<file path="config.mk">
export PLATFORM = sky130hd
export DESIGN_NAME = pixel_cursor_ctrl
export DESIGN_NICKNAME = d
export VERILOG_FILES = /design/src/rtl/pixel_cursor_ctrl.sv
export SDC_FILE = /design/constraint.sdc
export NUM_CORES = 1
export LEC_CHECK = 0
export CORE_MARGIN = 8
export CORE_UTILIZATION = 36
export DETAILED_ROUTE_END_ITERATION = 8
export PLACE_DENSITY = 0.79
export SLEW_MARGIN = 15
export SYNTH_ARGS = -nofsm -noshare
export SYNTH_HDL_FRONTEND = slang
export SYNTH_SLANG_ARGS = --single-unit
</file>
<file path="constraint.sdc">
create_clock -name clk -period 3 [get_ports clk]
set_clock_uncertainty 0.05 [all_clocks]
set_input_delay 0.6 -clock clk [delete_from_list [all_inputs] [get_ports clk]]
set_output_delay 0.6 -clock clk [all_outputs]
set_load 0.05 [all_outputs]
</file>
<file path="src/rtl/pixel_cursor_ctrl.sv">
// Cursor controller for a WIDTH x HEIGHT pixel board: row-scans for the first
// lit pixel, then tracks a cursor moved by rising edges of l/r/u/d.
module pixel_cursor_ctrl #(
    parameter int WIDTH  = 8,
    parameter int HEIGHT = 8,
    parameter int WRAP   = 1,
    parameter int HOME_X = 3,
    parameter int HOME_Y = 3
) (
    input  logic                           clk,
    input  logic                           reset,
    input  logic                           l,
    input  logic                           r,
    input  logic                           u,
    input  logic                           d,
    input  logic                           rescan,
    input  logic [HEIGHT-1:0][WIDTH-1:0]   pixel_board,
    output logic [$clog2(WIDTH)-1:0]       cursor_x,
    output logic [$clog2(HEIGHT)-1:0]      cursor_y,
    output logic [HEIGHT-1:0][WIDTH-1:0]   cursor_mask,
    output logic                           found,
    output logic                           busy,
    output logic                           moved
);

    localparam int XW = $clog2(WIDTH);
    localparam int YW = $clog2(HEIGHT);

    typedef enum logic {SCAN, TRACK} state_t;

    state_t          r_state, w_stateNext;
    logic [YW-1:0]   r_scanRow, w_scanRowNext;
    logic [XW-1:0]   r_x, w_xNext, w_xMoved, w_lowX;
    logic [YW-1:0]   r_y, w_yNext, w_yMoved;
    logic            r_found, w_foundNext;
    logic            r_moved, w_movedNext;
    logic [3:0]      r_prev;
    logic [3:0]      w_edges;
    logic [WIDTH-1:0] w_rowBits;
    logic            w_rowHit;
    logic [XW:0]     w_xInc, w_xDec;
    logic [YW:0]     w_yInc, w_yDec;

    // Edge bits ordered {l, r, u, d}
    assign w_edges   = {l, r, u, d} & ~r_prev;
    assign w_rowBits = pixel_board[r_scanRow];
    assign w_rowHit  = |w_rowBits;

    always_comb begin
        w_lowX = '0;
        for (int i = WIDTH - 1; i >= 0; i--) begin
            if (w_rowBits[i]) w_lowX = XW'(i);
        end
    end

    // One extra bit exposes underflow/overflow before wrapping or clamping
    assign w_xInc = {1'b0, r_x} + (XW+1)'(1);
    assign w_xDec = {1'b0, r_x} - (XW+1)'(1);
    assign w_yInc = {1'b0, r_y} + (YW+1)'(1);
    assign w_yDec = {1'b0, r_y} - (YW+1)'(1);

    always_comb begin
        w_xMoved = r_x;
        w_yMoved = r_y;
        if (w_edges[3] && !w_edges[2]) begin
            if (w_xDec[XW]) w_xMoved = (WRAP != 0) ? XW'(WIDTH - 1) : r_x;
            else            w_xMoved = w_xDec[XW-1:0];
        end else if (w_edges[2] && !w_edges[3]) begin
            if (w_xInc == (XW+1)'(WIDTH)) w_xMoved = (WRAP != 0) ? '0 : r_x;
            else                          w_xMoved = w_xInc[XW-1:0];
        end
        if (w_edges[1] && !w_edges[0]) begin
            if (w_yDec[YW]) w_yMoved = (WRAP != 0) ? YW'(HEIGHT - 1) : r_y;
            else            w_yMoved = w_yDec[YW-1:0];
        end else if (w_edges[0] && !w_edges[1]) begin
            if (w_yInc == (YW+1)'(HEIGHT)) w_yMoved = (WRAP != 0) ? '0 : r_y;
            else                           w_yMoved = w_yInc[YW-1:0];
        end
    end

    always_comb begin
        w_stateNext   = r_state;
        w_scanRowNext = r_scanRow;
        w_xNext       = r_x;
        w_yNext       = r_y;
        w_foundNext   = r_found;
        w_movedNext   = 1'b0;
        case (r_state)
            SCAN: begin
                if (rescan) begin
                    w_scanRowNext = '0;
                end else if (w_rowHit) begin
                    w_xNext     = w_lowX;
                    w_yNext     = r_scanRow;
                    w_foundNext = 1'b1;
                    w_stateNext = TRACK;
                end else if (r_scanRow == YW'(HEIGHT - 1)) begin
                    w_xNext     = XW'(HOME_X);
                    w_yNext     = YW'(HOME_Y);
                    w_foundNext = 1'b0;
                    w_stateNext = TRACK;
                end else begin
                    w_scanRowNext = r_scanRow + YW'(1);
                end
            end
            TRACK: begin
                if (rescan) begin
                    w_stateNext   = SCAN;
                    w_scanRowNext = '0;
                end else begin
                    w_xNext     = w_xMoved;
                    w_yNext     = w_yMoved;
                    w_movedNext = (w_xMoved != r_x) || (w_yMoved != r_y);
                end
            end
            default: w_stateNext = SCAN;
        endcase
    end

    always_ff @(posedge clk) begin
        if (reset) begin
            r_state   <= SCAN;
            r_scanRow <= '0;
            r_x       <= XW'(HOME_X);
            r_y       <= YW'(HOME_Y);
            r_found   <= 1'b0;
            r_moved   <= 1'b0;
            r_prev    <= '0;
        end else begin
            r_state   <= w_stateNext;
            r_scanRow <= w_scanRowNext;
            r_x       <= w_xNext;
            r_y       <= w_yNext;
            r_found   <= w_foundNext;
            r_moved   <= w_movedNext;
            r_prev    <= {l, r, u, d};
        end
    end

    always_comb begin
        cursor_mask           = '0;
        cursor_mask[r_y][r_x] = 1'b1;
    end

    assign cursor_x = r_x;
    assign cursor_y = r_y;
    assign found    = r_found;
    assign busy     = (r_state == SCAN);
    assign moved    = r_moved;

endmodule
</file>
==> results.sh <==
export IMPL_r2r_cells=8
export IMPL_grt_pass1_vias=2683
export IMPL_postLayoutCellArea_mm2=0.00354
export IMPL_nNetsFinal=494
export IMPL_tightest_slew_ns=0.667
export IMPL_slew_violations=0
export IMPL_worstPathCellList="or3_1 > nor2_1 > clkdlybuf4s50_1"
export IMPL_holdWs_ns=0.501
export IMPL_grt_overflow_total=0
export IMPL_core_mm2=0.00554
export IMPL_final_setup_tns_ns=0
export IMPL_synthDominantCellAreaShare=0.155
export IMPL_drtIter0Drc=153
export IMPL_fp_dieW_um=91.8
export IMPL_cap_violations=0
export IMPL_synth_nets=356
export IMPL_fmax_ghz=0.345
export IMPL_clk_pin_slew_worst_paths_ns=0.06
export IMPL_timing_rr_end="r_scanRow[2]$_SDFFE_PP0P_"
export IMPL_netlist_area_mm2=0.00207
export IMPL_end_kind="output port"
export IMPL_criticalPathCategory="register to output port"
export IMPL_port_buffers=143
export IMPL_min_path_type="register to register"
export IMPL_placed_cell_area_mm2=0.00346
export IMPL_ff2ff_setup_slack_ns=0.32
export IMPL_drive_gt1_frac=0.168
export IMPL_status="finished clean"
export IMPL_slowest_stage="clkdlybuf4s50_1"
export IMPL_cts_path_max_buffers=2
export IMPL_cp_slowest_stage_delay_ns=0.84
export IMPL_period_needed_ns=2.90
export IMPL_ios=144
export IMPL_gp_congestion=0.934
export IMPL_antenna_cells=0
export IMPL_dr_total_vias=2616
export IMPL_clkLatencyLatePin_ns=0.26
export IMPL_slew_headroom=0.555
export IMPL_synth_main_ff_cell="dfxtp_1"
export IMPL_yosys_warnings=0
export IMPL_antenna_found_initial=0
export IMPL_place_hpwl_um=6810
export IMPL_cts_buffers=3
export IMPL_ys_ff_latch=16
export IMPL_grt_use_total=0.184
export IMPL_syn_inst=279
export IMPL_yosysSeqAreaShare=0.155
export IMPL_synthToLayoutAreaGrowth_pct=71.3
export IMPL_crit_end="cursor_mask[56]"
export IMPL_synth_commonest_cells="nor2_1, mux2i_1, nand3_1, dfxtp_1, clkbuf_1"
export IMPL_synth_edf_count=0
export IMPL_drt_pass1_iter_count=4
export IMPL_fin_crit_sh=0.967
export IMPL_cts_tree="built"
export IMPL_drc=0
export IMPL_htreeDepth=1
export IMPL_worstPathArrival_ns=2.25
export IMPL_ir_drop_mv=0.128
export IMPL_power_density_mw_per_mm2=229
export IMPL_cts_root_buf="clkbuf_8"
export IMPL_synth_area_top_cells="dfxtp_1, nor2_1, mux4_2"
export IMPL_yosysTopAreaCell="dfxtp_1"
export IMPL_cts_hold_buf=0
export IMPL_post_drt_wl_per_cell_um=16.7
export IMPL_die_area_mm2=0.00842
export IMPL_clkSinkCount=16
export IMPL_ant_nets=0
export IMPL_setup_violations=0
export IMPL_hold_viol=0
export IMPL_fillers=490
export IMPL_wl_um=8130
export IMPL_initial_core_util=0.373
export IMPL_cp_required_ns=2.35
export IMPL_p_leak_nw=1.48
export IMPL_fin_util=0.639
export IMPL_grt_max_degree=18
export IMPL_setup_worst_path_start="cursor_x[2]$_SDFFE_PP0P_"
export IMPL_synth_most_common_cell="nor2_1"
export IMPL_fin_ws_ns=0.0989
export IMPL_dp_worst_setup_slack_ns=-0.0174
export IMPL_path_max_fanout=13
export IMPL_die_y_um=91.8
export IMPL_critPathLaunchType="register"
export IMPL_viasPerCell=5.36
export IMPL_async_flop_share=0
export IMPL_row_count=27
export IMPL_syn_area_per_cell_um2=7.41
export IMPL_yosysUniqueCellTypes=52
export IMPL_r2r_start="r_scanRow[1]$_SDFFE_PP0P_"
export IMPL_grt_pass1_wl_um=13100
==> stage by stage <==
stage	power, mW	std cells
finish	0.809	488
global route	0.855	488
CTS	0.811	487
detailed placement	0.617	483
global placement	0.610	483
floorplan	0.450	279
==> placed cells by master (no fill, tap or decap), types with 2 or more instances in the layout <==
cell,synthesis,final
a211o_1,2,2
a211oi_1,2,2
a21o_1,3,3
a21oi_1,5,5
a221oi_1,3,3
a22o_1,2,2
a22oi_1,4,4
a2bb2oi_1,2,2
a32oi_1,2,2
and2_1,2,2
and3_1,2,2
buf_4,1,46
clkbuf_8,0,4
clkdlybuf4s50_1,0,99
dfxtp_1,16,15
dlymetal6s2s_1,0,7
ha_1,6,6
inv_1,12,12
mux2_2,2,2
mux2i_1,22,22
mux4_2,10,10
nand2_1,3,3
nand2b_1,5,5
nand3_1,17,17
nand4_1,2,2
nor2_1,82,82
nor2b_1,10,10
nor3_1,7,7
nor3b_1,2,2
o21ai_0,6,6
o22ai_1,2,2
or3_1,8,8
==> registers in the layout, indices dropped and copies added, names as in the netlist <==
register   cells
r_scanRow      3
r_prev         4
cursor_y       3
r_state        1
found          1
cursor_x       3
moved          1
==> worst max-delay path: cells and delay by family, from the launching register on <==
kind          cells  cell delay (ns)
simple gates      2             0.73
flops             1             0.42
buf+inv           1             0.84
==> logic make-up (layout without fill, tap and decap cells) <==
group,count (synthesis),in the layout,synth area share
AND/OR/NAND/NOR,146,146,0.338
AO/OA/AOI/OAI,43,43,0.162
multiplexers,35,35,0.233
buffers and inverters,32,169,0.0714
flip-flops,16,16,0.155
adder cells (fa/ha/maj),6,6,0.0363
XOR/XNOR,1,1,0.00424
==> per-layer routing <==
metal  global-route usage  up-vias  routed length, µm
met5                    0        -                  0
met4               0.0537        0                114
met3               0.0473       10                711
met2                0.348      134               4040
met1                0.196     1198               3260
li1                     -     1274                  -
==> power by group <==
group / total [mW] / leakage, nW / internal (mW) / switching [mW]
Sequential: 0.242 / 0.133 / 0.223 / 0.0187
Combinational: 0.372 / 1.32 / 0.175 / 0.197
Clock: 0.195 / 0.0288 / 0.117 / 0.0784
==> worst min path at each step <==
| stage | from | end | slack (ns) | cells past startpoint |
|---|---|---|---|---|
| 2_1_floorplan | r_scanRow[2]$_SDFFE_PP0P_ | r_scanRow[2]$_SDFFE_PP0P_ | 0.51 | 2 |
| 3_3_place_gp | found$_SDFFE_PP0P_ | found$_SDFFE_PP0P_ | 0.45 | 2 |
| 3_5_place_dp | found$_SDFFE_PP0P_ | found$_SDFFE_PP0P_ | 0.47 | 2 |
| 4_1_cts | found$_SDFFE_PP0P_ | found$_SDFFE_PP0P_ | 0.49 | 2 |
| 5_1_grt | found$_SDFFE_PP0P_ | found$_SDFFE_PP0P_ | 0.53 | 2 |
| 6_report | found$_SDFFE_PP0P_ | found$_SDFFE_PP0P_ | 0.50 | 2 |
==> timing repair <==
item	CTS	global route
endpoints found under the setup margin	0	12
gates resized for setup	0	8
buffers inserted	0	1
==> final cells by class <==
class                           instances  area, µm²  share of cell area
Multi-Input combinational cell        231       1600               0.452
Inverter                               13       48.8              0.0138
Sequential cell                        16        324              0.0915
Clock buffer                            4       55.1              0.0155
Tap cell                               72       90.1              0.0254
Timing Repair Buffer                  152       1420               0.402
No activity file was read; power rests on OpenSTA's default activity.
